File: src/rtl/inst_encoder_pkg.sv
// rtl/inst_encoder_pkg.sv - format codes, opcodes and FSM states shared by the instruction encoder
package inst_encoder_pkg;

    typedef enum logic [1:0] {
        ST_IDLE  = 2'd0,
        ST_RUN   = 2'd1,
        ST_DRAIN = 2'd2,
        ST_DONE  = 2'd3
    } enc_state_e;

    localparam logic [2:0] FT_R = 3'd0;
    localparam logic [2:0] FT_I = 3'd1;
    localparam logic [2:0] FT_S = 3'd2;
    localparam logic [2:0] FT_B = 3'd3;
    localparam logic [2:0] FT_U = 3'd4;
    localparam logic [2:0] FT_J = 3'd5;

    localparam logic [6:0] OP_FUNC1  = 7'b0010011;
    localparam logic [6:0] OP_FUNC2  = 7'b0110011;
    localparam logic [6:0] OP_STORE  = 7'b0100011;
    localparam logic [6:0] OP_BRANCH = 7'b1100011;
    localparam logic [6:0] OP_LUI    = 7'b0110111;
    localparam logic [6:0] OP_JAL    = 7'b1101111;

    localparam logic [31:0] INST_NOP = 32'h00000013;

    function automatic logic ft_legal(input logic [2:0] ft);
        return ft <= FT_J;
    endfunction

endpackage

File: src/rtl/inst_encoder_pack.sv
// rtl/inst_encoder_pack.sv - combinational RV32I field packer; ENC_RANGE_CHECK_EN enables immediate range checks
module inst_pack
    import inst_encoder_pkg::*;
(
    input  logic [2:0]  ft_i,
    input  logic [6:0]  op_i,
    input  logic [2:0]  f3_i,
    input  logic [6:0]  f7_i,
    input  logic [4:0]  rd_i,
    input  logic [4:0]  rs1_i,
    input  logic [4:0]  rs2_i,
    input  logic [31:0] imm_i,
    output logic [31:0] word_o,
    output logic        range_err_o
);

    logic is_shift;
    logic unused_imm0;

    // Immediate shifts carry funct7 in the upper immediate bits.
    assign is_shift    = (op_i == OP_FUNC1) && ((f3_i == 3'b001) || (f3_i == 3'b101));
    assign unused_imm0 = imm_i[0];

    always_comb begin
        word_o = INST_NOP;
        case (ft_i)
            FT_R: word_o = {f7_i, rs2_i, rs1_i, f3_i, rd_i, op_i};
            FT_I: begin
                if (is_shift) word_o = {f7_i, imm_i[4:0], rs1_i, f3_i, rd_i, op_i};
                else          word_o = {imm_i[11:0], rs1_i, f3_i, rd_i, op_i};
            end
            FT_S: word_o = {imm_i[11:5], rs2_i, rs1_i, f3_i, imm_i[4:0], op_i};
            FT_B: word_o = {imm_i[12], imm_i[10:5], rs2_i, rs1_i, f3_i,
                            imm_i[4:1], imm_i[11], op_i};
            FT_U: word_o = {imm_i[31:12], rd_i, op_i};
            FT_J: word_o = {imm_i[20], imm_i[10:1], imm_i[11], imm_i[19:12], rd_i, op_i};
            default: word_o = INST_NOP;
        endcase
    end

`ifdef ENC_RANGE_CHECK_EN
    always_comb begin
        range_err_o = 1'b0;
        case (ft_i)
            FT_I, FT_S: range_err_o = !((&imm_i[31:11]) || !(|imm_i[31:11]));
            FT_B: range_err_o = !((&imm_i[31:12]) || !(|imm_i[31:12])) || imm_i[0];
            FT_J: range_err_o = !((&imm_i[31:20]) || !(|imm_i[31:20])) || imm_i[0];
            FT_U: range_err_o = |imm_i[11:0];
            default: range_err_o = 1'b0;
        endcase
    end
`else
    assign range_err_o = 1'b0;
`endif

endmodule

File: src/rtl/inst_encoder.sv
// rtl/inst_encoder.sv - streams decoded fields into packed RV32I words written to IMEM; ENC_RANGE_CHECK_EN adds immediate checks
module inst_encoder
    import inst_encoder_pkg::*;
(
    input  logic        clk,
    input  logic        rst,
    input  logic        start,
    input  logic [31:0] base_addr,
    input  logic        in_valid,
    output logic        in_ready,
    input  logic [2:0]  in_ft,
    input  logic [6:0]  in_op,
    input  logic [2:0]  in_f3,
    input  logic [6:0]  in_f7,
    input  logic [4:0]  in_rd,
    input  logic [4:0]  in_rs1,
    input  logic [4:0]  in_rs2,
    input  logic [31:0] in_imm,
    input  logic        in_last,
    output logic        imem_we,
    input  logic        imem_ready,
    output logic [31:0] imem_addr,
    output logic [31:0] imem_wdata,
    output logic        busy,
    output logic        done,
    output logic        err,
    output logic [15:0] word_count
);

    enc_state_e  state_q, state_d;
    logic        we_q, we_d;
    logic [31:0] addr_q, addr_d;
    logic [31:0] wdata_q, wdata_d;
    logic        err_q, err_d;
    logic [15:0] count_q, count_d;

    logic [31:0] packed_word;
    logic        range_err;
    logic        bad_bundle;
    logic        accept;
    logic        complete;
    logic [1:0]  unused_base_lsb;

    assign unused_base_lsb = base_addr[1:0];

    inst_pack u_pack (
        .ft_i        (in_ft),
        .op_i        (in_op),
        .f3_i        (in_f3),
        .f7_i        (in_f7),
        .rd_i        (in_rd),
        .rs1_i       (in_rs1),
        .rs2_i       (in_rs2),
        .imm_i       (in_imm),
        .word_o      (packed_word),
        .range_err_o (range_err)
    );

    assign bad_bundle = !ft_legal(in_ft) || range_err;
    assign in_ready   = (state_q == ST_RUN) && (!we_q || imem_ready);
    assign accept     = in_valid && in_ready;
    assign complete   = we_q && imem_ready;

    always_comb begin
        state_d = state_q;
        we_d    = we_q;
        addr_d  = addr_q;
        wdata_d = wdata_q;
        err_d   = err_q;
        count_d = count_q;

        case (state_q)
            ST_IDLE, ST_DONE: begin
                if (start) begin
                    state_d = ST_RUN;
                    addr_d  = {base_addr[31:2], 2'b00};
                    count_d = 16'd0;
                    err_d   = 1'b0;
                    we_d    = 1'b0;
                end
            end
            ST_RUN:   if (accept && in_last) state_d = ST_DRAIN;
            ST_DRAIN: if (complete) state_d = ST_DONE;
            default:  state_d = ST_IDLE;
        endcase

        // Completion and a new acceptance may share a cycle: the advance
        // happens once and the register is refilled by the accept below.
        if (complete) begin
            we_d   = 1'b0;
            addr_d = addr_q + 32'd4;
            if (count_q != 16'hFFFF) count_d = count_q + 16'd1;
        end

        if (accept) begin
            we_d    = 1'b1;
            wdata_d = bad_bundle ? INST_NOP : packed_word;
            if (bad_bundle) err_d = 1'b1;
        end
    end

    always_ff @(posedge clk) begin
        if (rst) begin
            state_q <= ST_IDLE;
            we_q    <= 1'b0;
            addr_q  <= 32'd0;
            wdata_q <= 32'd0;
            err_q   <= 1'b0;
            count_q <= 16'd0;
        end else begin
            state_q <= state_d;
            we_q    <= we_d;
            addr_q  <= addr_d;
            wdata_q <= wdata_d;
            err_q   <= err_d;
            count_q <= count_d;
        end
    end

    assign imem_we    = we_q;
    assign imem_addr  = addr_q;
    assign imem_wdata = wdata_q;
    assign busy       = (state_q == ST_RUN) || (state_q == ST_DRAIN);
    assign done       = (state_q == ST_DONE);
    assign err        = err_q;
    assign word_count = count_q;

endmodule

File: config.mk
export PLATFORM = sky130hd
export DESIGN_NAME = inst_encoder
export DESIGN_NICKNAME = d
export VERILOG_FILES = /design/src/rtl/inst_encoder_pkg.sv /design/src/rtl/inst_encoder_pack.sv /design/src/rtl/inst_encoder.sv
export SDC_FILE = /design/constraint.sdc
export NUM_CORES = 1
export LEC_CHECK = 0
export ABC_AREA = 1
export CAP_MARGIN = 20
export CORE_ASPECT_RATIO = 1.2
export CORE_MARGIN = 1.5
export CORE_UTILIZATION = 45
export CTS_CLUSTER_SIZE = 16
export DETAILED_ROUTE_END_ITERATION = 10
export HOLD_SLACK_MARGIN = 0.05
export PLACE_DENSITY = 0.82
export SYNTH_ARGS = -nofsm -noshare
export SYNTH_HDL_FRONTEND = slang
export SYNTH_SLANG_ARGS = --single-unit
File: constraint.sdc
create_clock -name clk -period 2.7 [get_ports clk]
set_clock_uncertainty 0.2 [all_clocks]
set_input_delay 0.54 -clock clk [delete_from_list [all_inputs] [get_ports clk]]
set_output_delay 0.54 -clock clk [all_outputs]
set_load 0.02 [all_outputs]
==> impl_results.md <==
- Total track usage: between 20% and 30%
- Max stage delay on crit path: between 0.6 and 0.7 ns
- P&R area growth vs syn: 46.4%
- Crit path DAT: roughly 1.5 ns
- Ys Warns: 0
- Measured slew at the worst slew-check pin: 0.568 ns
- Violated checks: design-rule violations
- Post-DP HPWL: 12400 um
- DR iter-0 viols: ~340
- Final Hold Vio Count: 0
- Die Y: around 120 um
- Seq/Total Area, Yosys: between 30% and 40%
- Die width: 98.8 um
- Peak Freq: 444 MHz
- Clk buf depth: 2
- Ys async rst share: 0%
- Worst slack at placement: between 0.07 and 0.08 ns
- CTS root buffer: clkbuf_16
- Clock sink count: a little over 80
- Detailed Route WL: between 15000 and 20000 um
- Max Cap Viol: 0
- Number of flops mapped to enable cells by yosys: 0
- Grt total ovfl: 0
- Global-route wire length before repair: around 27000 um
- WL/cell: ~15 um
- DP Area: between 6000 and 7000 um^2
- Mapped Cells: ~800
- Synth Area per Inst: around 6 um^2
- Detail Route Antenna Nets: 0
- Outcome: finished, violations left
- Initial antenna violation count: 0
- Full die area: approximately 12000 um^2
- Remaining DRCs: 10
- Routed vias/inst: about 5.3
- CP Cell Sequence: clkdlybuf4s50_1
- Layout cells sized above 1: 7.06%
- Post-route minimum period: 2.25 ns
- CP endpoint kind: output pin
- Yosys cell types: between 40 and 50
- #FFs+latches synth: between 80 and 90
- CTS H-tree depth: 3
- Setup ws final: between 0.4 and 0.5 ns
- CP delay by family, top: buffers and inverters
- Slew Limit Fails: 0
- Top FF cell, synth: dfxtp_1
- Core ar.: around 11000 um^2
- CTS resizes: 0
- Final instance area: roughly 7300 um^2
- Critical path fanouts, max: 8
- Placer congestion estimate: 0.963
- Starting Density: 46.7%
- Largest net degree at the start of global routing: 50
- Worst path slowest cell: clkdlybuf4s50_1
- Peak VDD IR: about 0.00034 V
- Nets: between 1000 and 1500
- Via count: between 5000 and 6000
- Post-synthesis instance area: 4960 um^2
- Fin Hold WS: approximately 0.26 ns
- Worst skew pair latency: about 0.34 ns
- 1st-pass router iterations: 9
- Pwr Density: 655 nW/um^2
- Setup bufs post-CTS: 0
- Final setup TNS: 0 ns
- WP data required: ~2.0 ns
- Total power: 4760 uW
- Static Leak: ~0.0028 uW
- IO Pins: 190
- Antenna Cells: 0
- CTS clk-pin slew, worst paths: approximately 0.06 ns
- Endpoints failing setup: 0
- Crit start category: flop
- TritonCTS Buffers: 9
- Critical path type: reg -> out
- Fin crit share: 83.4%
- RSZ-0062 raised after global routing: no
- Vias in the first global route: approximately 5600
- Layout fillers: approximately 930
- CP Buf/Inv Count: 1
- Max_slew headroom: just over 60%
- Site row count: 41
- CTS tree: yes
- Worst hold path class: reg -> reg
- Number of hold buffers added after cts: 0
- IO buf count: about 190
-- cell usage after synthesis (6+ instances only) --
| cell type | n | area (um^2) |
|---|---|---|
| a21oi_1 | 45 | 225 |
| a31oi_1 | 15 | 93.8 |
| buf_2 | 13 | 65.1 |
| clkbuf_1 | 14 | 52.6 |
| dfxtp_1 | 82 | 1640 |
| inv_1 | 76 | 285 |
| nand2_1 | 255 | 957 |
| nand2_2 | 6 | 37.5 |
| nand3_1 | 64 | 320 |
| nor2_1 | 105 | 394 |
| nor3_1 | 12 | 60.1 |
| o21ai_0 | 38 | 190 |
| o21ai_1 | 7 | 35.0 |
-- worst paths after layout --
path                         end            from  cells after the start  slack (ns)
hold reg to reg              err             err                      2        0.26
setup reg to reg   imem_addr[15]      state_q[0]                     10        0.58
hold / removal               err             err                      2        0.26
setup / recovery  word_count[11]  word_count[11]                      1        0.45
-- flip-flops by register name, indices dropped and copies added (netlist names) --
signal      cells
imem_we         1
err             1
state_q         2
imem_wdata     32
word_count     16
imem_addr      30
-- stage by stage --
step,std cells,util [%]
floorplan,805,-
global placement,1105,65.6
detailed placement,1105,65.6
CTS,1120,68.4
global route,1120,68.4
finish,1120,68.4
-- where the power goes --
part | switching (uW) | total, uW | internal [uW]
registers | 235 | 1650 | 1420
clock network | 501 | 1230 | 733
logic | 1040 | 1870 | 829
-- cells in the final DEF (no fill, tap or decap), types with 9 or more instances in the layout --
master	Yosys	final
inv_1	76	76
clkdlybuf4s50_1	0	182
a31oi_1	15	15
clkbuf_16	0	9
o21ai_0	38	38
dfxtp_1	82	82
a21oi_1	45	45
nand2_1	255	255
buf_4	2	18
nor3_1	12	12
nand3_1	64	64
nor2_1	105	105
-- routing by layer --
layer | track usage (%) | share of wire (%) | wire [um]
met5 | 0 | 0 | 0
met4 | 14.5 | 4.3 | 703
met3 | 8.25 | 9.3 | 1520
met2 | 49.2 | 48 | 7860
met1 | 32.0 | 38 | 6230
-- final cells by class --
| cell class | instances | area [um^2] | area share [%] |
|---|---|---|---|
| multi-input combinational | 609 | 2860 | 39.3 |
| inverter | 81 | 304 | 4.19 |
| sequential | 82 | 1640 | 22.6 |
| tap | 129 | 161 | 2.22 |
| clock buffer | 10 | 239 | 3.29 |
| clock inverter | 5 | 55.1 | 0.758 |
| timing repair buffer | 204 | 2010 | 27.6 |
-- cells by family after synthesis --
logic type,after synthesis,synth area share [%]
buffers and inverters,114,9.41
other,1,0.0756
AO/OA/AOI/OAI,127,14.7
AND/OR/NAND/NOR,473,41.1
flip-flops,82,33.1
XOR/XNOR,2,0.353
adder cells (fa/ha/maj),5,1.26
Power figures use the tool's default switching activity.
